**src/rtl/sram_tester_pkg.sv**
```systemverilog
// Shared types and LFSR feedback constants for the SRAM memory tester.
// SRAM_TESTER_LFSR_EN selects whether the LFSR pattern is built into the generators.
package sram_tester_pkg;

   typedef enum logic [2:0] {
      ST_IDLE  = 3'd0,
      ST_WRITE = 3'd1,
      ST_READ  = 3'd2,
      ST_DRAIN = 3'd3,
      ST_DONE  = 3'd4
   } tester_state_t;

   typedef enum logic {
      PAT_ADDR = 1'b0,
      PAT_LFSR = 1'b1
   } pattern_t;

   localparam logic [31:0] LFSR_TAPS_8  = 32'h0000_00B8;
   localparam logic [31:0] LFSR_TAPS_16 = 32'h0000_B400;
   localparam logic [31:0] LFSR_TAPS_32 = 32'h8020_0003;

   // Maximal-length Galois masks; any other width falls back to the 16-bit mask.
   function automatic logic [31:0] lfsr_taps(input int width);
      case (width)
         8:       return LFSR_TAPS_8;
         32:      return LFSR_TAPS_32;
         default: return LFSR_TAPS_16;
      endcase
   endfunction

endpackage

```
**src/rtl/sram_pattern_gen.sv**
```systemverilog
// Address/data sequence generator: address counts up from base, data is either the
// address itself or a Galois LFSR (only when SRAM_TESTER_LFSR_EN is defined).
module sram_pattern_gen
   import sram_tester_pkg::*;
#(
   parameter int ADDR_W = 16,
   parameter int DATA_W = 16
) (
   input  logic              clk,
   input  logic              rst,
   input  logic              load,
   input  logic              advance,
   input  logic [ADDR_W-1:0] base,
   input  logic [DATA_W-1:0] seed,
   input  logic              mode,
   output logic [ADDR_W-1:0] addr,
   output logic [DATA_W-1:0] data
);

   localparam int MIN_W = (DATA_W < ADDR_W) ? DATA_W : ADDR_W;
   localparam logic [ADDR_W-1:0] ADDR_ONE = 1;

   logic [ADDR_W-1:0] addr_q;
   logic [DATA_W-1:0] addr_data;

   // Load wins over advance so a reload on the last accepted beat restarts cleanly.
   always_ff @(posedge clk) begin
      if (rst)          addr_q <= '0;
      else if (load)    addr_q <= base;
      else if (advance) addr_q <= addr_q + ADDR_ONE;
   end

   always_comb begin
      addr_data = '0;
      addr_data[MIN_W-1:0] = addr_q[MIN_W-1:0];
   end

`ifdef SRAM_TESTER_LFSR_EN
   localparam logic [DATA_W-1:0] TAPS     = DATA_W'(lfsr_taps(DATA_W));
   localparam logic [DATA_W-1:0] DATA_ONE = 1;

   logic [DATA_W-1:0] lfsr_q;

   always_ff @(posedge clk) begin
      if (rst)          lfsr_q <= '0;
      else if (load)    lfsr_q <= (seed == '0) ? DATA_ONE : seed;
      else if (advance) lfsr_q <= lfsr_q[0] ? ((lfsr_q >> 1) ^ TAPS) : (lfsr_q >> 1);
   end

   assign data = (mode == PAT_LFSR) ? lfsr_q : addr_data;
`else
   logic unused_cfg;
   assign unused_cfg = ^{seed, mode};
   assign data = addr_data;
`endif

   assign addr = addr_q;

endmodule

```
**src/rtl/sram_mem_tester.sv**
```systemverilog
// Avalon-MM traffic generator: writes a pattern over a window, reads it back pipelined
// and checks it. SRAM_TESTER_LFSR_EN enables the LFSR pattern option.
module sram_mem_tester
   import sram_tester_pkg::*;
#(
   parameter int ADDR_W          = 16,
   parameter int DATA_W          = 16,
   parameter int MAX_OUTSTANDING = 4,
   parameter int ERR_CNT_W       = 16
) (
   input  logic                 clk_i,
   input  logic                 rst_i,
   // Avalon-MM master: a command (write or read) is accepted in any cycle where it is
   // high and waitrequest is low; until then address/writedata/command hold steady.
   // Each readdatavalid returns one earlier accepted read, in order.
   output logic [ADDR_W-1:0]    mem_address,
   output logic                 mem_write,
   output logic [DATA_W-1:0]    mem_writedata,
   output logic                 mem_read,
   input  logic [DATA_W-1:0]    mem_readdata,
   input  logic                 mem_readdatavalid,
   input  logic                 mem_waitrequest,
   input  logic                 start_i,
   input  logic [ADDR_W-1:0]    base_i,
   input  logic [ADDR_W:0]      len_i,
   input  logic                 pattern_sel_i,
   input  logic [DATA_W-1:0]    seed_i,
   output logic                 busy_o,
   output logic                 done_o,
   output logic                 error_o,
   output logic [ERR_CNT_W-1:0] err_cnt_o,
   output logic [ADDR_W-1:0]    first_err_addr_o,
   output logic [2:0]           state_o
);

   localparam int OUT_W = 4;
   localparam logic [OUT_W-1:0]     OUT_MAX = OUT_W'(MAX_OUTSTANDING);
   localparam logic [ADDR_W:0]      LEN_ONE = 1;
   localparam logic [ERR_CNT_W-1:0] ERR_ONE = 1;

   tester_state_t state_q, state_d;

   logic [ADDR_W-1:0]    base_q;
   logic [ADDR_W:0]      len_q, wr_cnt_q, rd_cnt_q, last_idx;
   logic [DATA_W-1:0]    seed_q;
   pattern_t             mode_q;
   logic [OUT_W-1:0]     out_q, out_d;
   logic [ERR_CNT_W-1:0] err_cnt_q;
   logic                 error_q, done_q;
   logic [ADDR_W-1:0]    first_err_q;

   logic                 start_acc, wr_acc, rd_acc, rsp, last_wr, last_rd, mismatch;
   logic                 wgen_load, wgen_adv;
   logic [ADDR_W-1:0]    gen_base, chk_addr;
   logic [DATA_W-1:0]    gen_seed, chk_data;

   assign start_acc = (state_q == ST_IDLE) && start_i;
   assign wr_acc    = mem_write && !mem_waitrequest;
   assign rd_acc    = mem_read && !mem_waitrequest;
   assign rsp       = mem_readdatavalid && (out_q != '0);
   assign last_idx  = len_q - LEN_ONE;
   assign last_wr   = wr_acc && (wr_cnt_q == last_idx);
   assign last_rd   = rd_acc && (rd_cnt_q == last_idx);
   assign out_d     = out_q + OUT_W'(rd_acc) - OUT_W'(rsp);
   assign mismatch  = mem_readdata != chk_data;

   // The command-side generator serves writes, then is reloaded to replay the window for reads.
   assign gen_base  = start_acc ? base_i : base_q;
   assign gen_seed  = start_acc ? seed_i : seed_q;
   assign wgen_load = start_acc || last_wr;
   assign wgen_adv  = wr_acc || rd_acc;

   sram_pattern_gen #(.ADDR_W(ADDR_W), .DATA_W(DATA_W)) u_wr_gen (
      .clk(clk_i), .rst(rst_i), .load(wgen_load), .advance(wgen_adv),
      .base(gen_base), .seed(gen_seed), .mode(mode_q),
      .addr(mem_address), .data(mem_writedata)
   );

   sram_pattern_gen #(.ADDR_W(ADDR_W), .DATA_W(DATA_W)) u_chk_gen (
      .clk(clk_i), .rst(rst_i), .load(start_acc), .advance(rsp),
      .base(base_i), .seed(seed_i), .mode(mode_q),
      .addr(chk_addr), .data(chk_data)
   );

   always_ff @(posedge clk_i) begin
      if (rst_i) state_q <= ST_IDLE;
      else       state_q <= state_d;
   end

   // DRAIN looks at the post-update count so DONE lands on the edge closing the last response.
   always_comb begin
      state_d = state_q;
      case (state_q)
         ST_IDLE:  if (start_i) state_d = (len_i == '0) ? ST_DONE : ST_WRITE;
         ST_WRITE: if (last_wr) state_d = ST_READ;
         ST_READ:  if (last_rd) state_d = ST_DRAIN;
         ST_DRAIN: if (out_d == '0) state_d = ST_DONE;
         ST_DONE:  state_d = ST_IDLE;
         default:  state_d = ST_IDLE;
      endcase
   end

   always_comb begin
      mem_write = 1'b0;
      mem_read  = 1'b0;
      busy_o    = 1'b0;
      case (state_q)
         ST_WRITE: begin mem_write = 1'b1; busy_o = 1'b1; end
         ST_READ:  begin mem_read = (out_q < OUT_MAX); busy_o = 1'b1; end
         ST_DRAIN: busy_o = 1'b1;
         default:  ;
      endcase
   end

   always_ff @(posedge clk_i) begin
      if (rst_i) begin
         base_q      <= '0;
         len_q       <= '0;
         seed_q      <= '0;
         mode_q      <= PAT_ADDR;
         wr_cnt_q    <= '0;
         rd_cnt_q    <= '0;
         out_q       <= '0;
         err_cnt_q   <= '0;
         error_q     <= 1'b0;
         first_err_q <= '0;
         done_q      <= 1'b0;
      end else begin
         out_q <= out_d;
         if (start_acc) begin
            base_q   <= base_i;
            len_q    <= len_i;
            seed_q   <= seed_i;
            mode_q   <= pattern_t'(pattern_sel_i);
            wr_cnt_q <= '0;
            rd_cnt_q <= '0;
         end else begin
            if (wr_acc) wr_cnt_q <= wr_cnt_q + LEN_ONE;
            if (rd_acc) rd_cnt_q <= rd_cnt_q + LEN_ONE;
         end
         if (start_acc) begin
            err_cnt_q   <= '0;
            error_q     <= 1'b0;
            first_err_q <= '0;
         end else if (rsp && mismatch) begin
            if (err_cnt_q != '1) err_cnt_q <= err_cnt_q + ERR_ONE;
            if (!error_q) first_err_q <= chk_addr;
            error_q <= 1'b1;
         end
         if (state_d == ST_DONE) done_q <= 1'b1;
         else if (start_acc)     done_q <= 1'b0;
      end
   end

   assign done_o           = done_q;
   assign error_o          = error_q;
   assign err_cnt_o        = err_cnt_q;
   assign first_err_addr_o = first_err_q;
   assign state_o          = state_q;

endmodule

```
**config.mk**
```make
export PLATFORM = sky130hd
export DESIGN_NAME = sram_mem_tester
export DESIGN_NICKNAME = d
export VERILOG_FILES = /design/src/rtl/sram_tester_pkg.sv /design/src/rtl/sram_pattern_gen.sv /design/src/rtl/sram_mem_tester.sv
export SDC_FILE = /design/constraint.sdc
export NUM_CORES = 1
export LEC_CHECK = 0
export BUFFER_PORTS_ARGS = -buffer_cell sky130_fd_sc_hd__buf_4
export CORE_MARGIN = 3
export CORE_UTILIZATION = 55
export CTS_CLUSTER_SIZE = 20
export DETAILED_ROUTE_END_ITERATION = 7
export GPL_TIMING_DRIVEN = 1
export PLACE_DENSITY = 0.79
export SLEW_MARGIN = 40
export SYNTH_ARGS = -nofsm -noshare
export SYNTH_HDL_FRONTEND = slang
export SYNTH_SLANG_ARGS = --single-unit
```
**constraint.sdc**
```tcl
create_clock -name clk_i -period 6 [get_ports clk_i]
set_clock_uncertainty 0.1 [all_clocks]
set_input_delay 0.3 -clock clk_i [delete_from_list [all_inputs] [get_ports clk_i]]
set_output_delay 0.3 -clock clk_i [all_outputs]
set_load 0.01 [all_outputs]
```
==> results.toml <==
[setup_path]
required_ns = 6.26
path_max_fanout = 10
worstPathArrival_ns = 3.85
cpPeakStageDelay_ns = 0.52
critPathSlowestCell = "dfxtp_1"
critPathKind = "flip-flop to flip-flop"
crit_chain = "nand4bb_1 > nor2_1 > inv_1 > ha_1 > inv_1 > ha_1 > fa_1 > xnor2_1 > nor4b_1 > a32oi_1 > nor3_1 > a21o_1"
r2r_slack_ns = 2.42
r2r_start = "state_o[1]"
r2r_cells = 12
start_kind = "flip-flop"
cp-end-kind = "flip-flop"
r2r_end = "done_o"

[drt]
route.antenna.remaining_nets = 0
drt_wl_total_mm = 18.67
drc = 0
wire_per_inst_um = 15.80
vias = 6707
dr.pass1.iters = 5
drt_iter0_drc = 426
vias_per_cell = 5.674

[global_route]
met1_usage_pct = 35.03
grt_use_total_pct = 25.19
grt_max_degree = 64
use_met2_pct = 38.64
grt_antenna_before_repair = 0
grt_overflow = 0
grt_pass1_vias = 6164
use_met3_pct = 5.855
grt_pass1_wl_mm = 30.02
top_usage_layer = "met2"

[die]
rows = 42
dieHeight_um = 123.0
core_um2 = 13300
dieArea_um2 = 15120
die_x_um = 123.0
ios = 143
start_util_pct = 56.60

[hold_path]
hold_end = "len_q[15]"
whs_path_depth = 3
hp-start = "len_i[15]"
hold_path.class = "input port to flip-flop"

[clocking]
path_clk_slew_ns = 0.06
cts_sinks = 140
numCtsBuffers = 17
ctsResizeCount = 0
htreeDepth = 4
postCtsSetupBuffers = 0
cts_buffer_depth = 2
cts_root_buffer = "clkbuf_16"
clock_latency_ns = 0.42
holdBufCountCts = 0
cts_tree = "built"

[sta]
rsz0062_at_grt = "false"
worstMarginPinSlew_ns = 0.8651
relSlewSlack_pct = 42.20
fin_setup_tns_ns = 0
drv_slew = 0
final.period_utilization_pct = 59.74
fmax_ghz = 0.2790
final-setup-viol-count = 0
min_period_ns = 3.585
hold_viol_final = 0

[finish]
regArea_um2 = 2803
final_cell_area_um2 = 8942
finalNonFillerCells = 1182
fill_cells = 1126
multi_input_area_um2 = 4300
area_growth_pct = 18.84
drive_gt1_share_pct = 17.99
nets = 1079
diodes = 0

[power_and_ir_drop]
power.leakage_nw = 3.598
vdd_ir_drop_max_mv = 0.2347
power_per_cell_area_nw_per_um2 = 284.9

[outcome]
outcome = "completed"

[synthesis]
yosysSeqAreaShare_pct = 37.25
syn_area_um2 = 7525
avgSynthCellArea_um2 = 8.206
synth-main-ff-cell = "dfxtp_1"
synth_cell_type_count = 60
yosysMostFrequentCell = "dfxtp_1"
syn_inst = 917
netlist_top_cells_count = "140 x dfxtp_1, 118 x nand2_1, 100 x nor2_1"
synth_area_leader_cell = "dfxtp_1"
synth_area_leaders = "dfxtp_1 37%, xor2_1 7.2%, xnor2_1 7.1%"
async_flop_share_pct = 0
yosysWarnings = 0
synth_top_area_share_pct = 37.25
synth-edff-count = 0
ys_ff_latch = 140
mappedNetlistNets = 1000

[placement]
io_buffers = 125
hpwl_mm = 13.47
dpl-instance-area_um2 = 8424
place_congestion = 0.9549
place_inst = 1153

[run]
maxCapViolations = 0
[area by class of cell]
cell class	instances	share of cell area [%]
repair buffers	132	11.08
well taps	176	2.463
clock buffers	22	5.191
multi-input cells	673	48.09
clock inverters	7	0.4897
flip-flops and latches	140	31.34
inverters	32	1.343
[stage by stage]
step | power [mW] | hold WS (ns) | utilization [%] | setup WS [ns]
after global routing | 2.660 | 0.03138 | 67.26 | 2.081
after global placement | 1.617 | 0.3443 | 63.23 | 2.518
after detailed placement | 1.632 | 0.3535 | 63.36 | 2.477
after CTS | 2.553 | 0.02625 | 67.18 | 2.456
final | 2.548 | 0.03857 | 67.26 | 2.416
after floorplan | 1.469 | 0.3360 | - | 2.809
[cells by family after synthesis]
group / Yosys count / synth area share [%]
adder cells (fa/ha/maj): 12 / 2.095
buffers and inverters: 104 / 6.235
multiplexers: 27 / 3.691
AO/OA/AOI/OAI: 122 / 10.64
flip-flops: 140 / 37.25
AND/OR/NAND/NOR: 388 / 25.47
XOR/XNOR: 124 / 14.62
[registers in the layout, indices dropped and copies added (netlist names), 4 cells and up]
register and flops:
u_chk_gen.addr 16, base_q 16, out_q 4, first_err_addr_o 16
err_cnt_o 16, u_wr_gen.addr 16, wr_cnt_q 17, len_q 17
rd_cnt_q 17
[power by group]
part | switching [mW] | internal, mW
clock | 0.379 | 0.540
sequential | 0.0645 | 0.984
combinational | 0.316 | 0.264
total | 0.760 | 1.79
[layout by cell type, fill, tap and decap left out, drive strengths merged, types with 14 or more instances in the layout]
master	instances
dfxtp	140
buf	132
nand2	118
nor2	101
xor2	62
xnor2	61
a21oi	50
inv	33
nand4	28
nand3	28
clkbuf	22
mux2i	21
nor3	18
nor4	15
and3	14
[critical path, delay by kind of cell (launching register included)]
| kind | cells | cell delay [ns] |
|---|---|---|
| simple gates | 4 | 1.30 |
| flops | 1 | 0.52 |
| buf+inv | 2 | 0.20 |
| compound gates | 2 | 0.30 |
| xor+xnor | 1 | 0.21 |
| fa+ha+maj | 3 | 0.90 |
[metal layers]
metal  wire length (um)  up-vias
li1                   -     3300
met1               8501     3106
met2               8388      265
met3               1428       36
met4                352        0
met5                  0        -
[worst max path at each step]
stage / to / cells past startpoint / startpoint / slack (ns)
global placement: u_wr_gen.addr[15] / 10 / len_q[0] / 2.52
global route: done_o / 12 / state_o[1] / 2.08
finish: done_o / 12 / state_o[1] / 2.42
floorplan: done_o / 13 / state_o[1] / 2.81
detailed placement: done_o / 12 / state_o[1] / 2.48
CTS: done_o / 14 / out_q[2] / 2.46
Power figures use the tool's default switching activity.
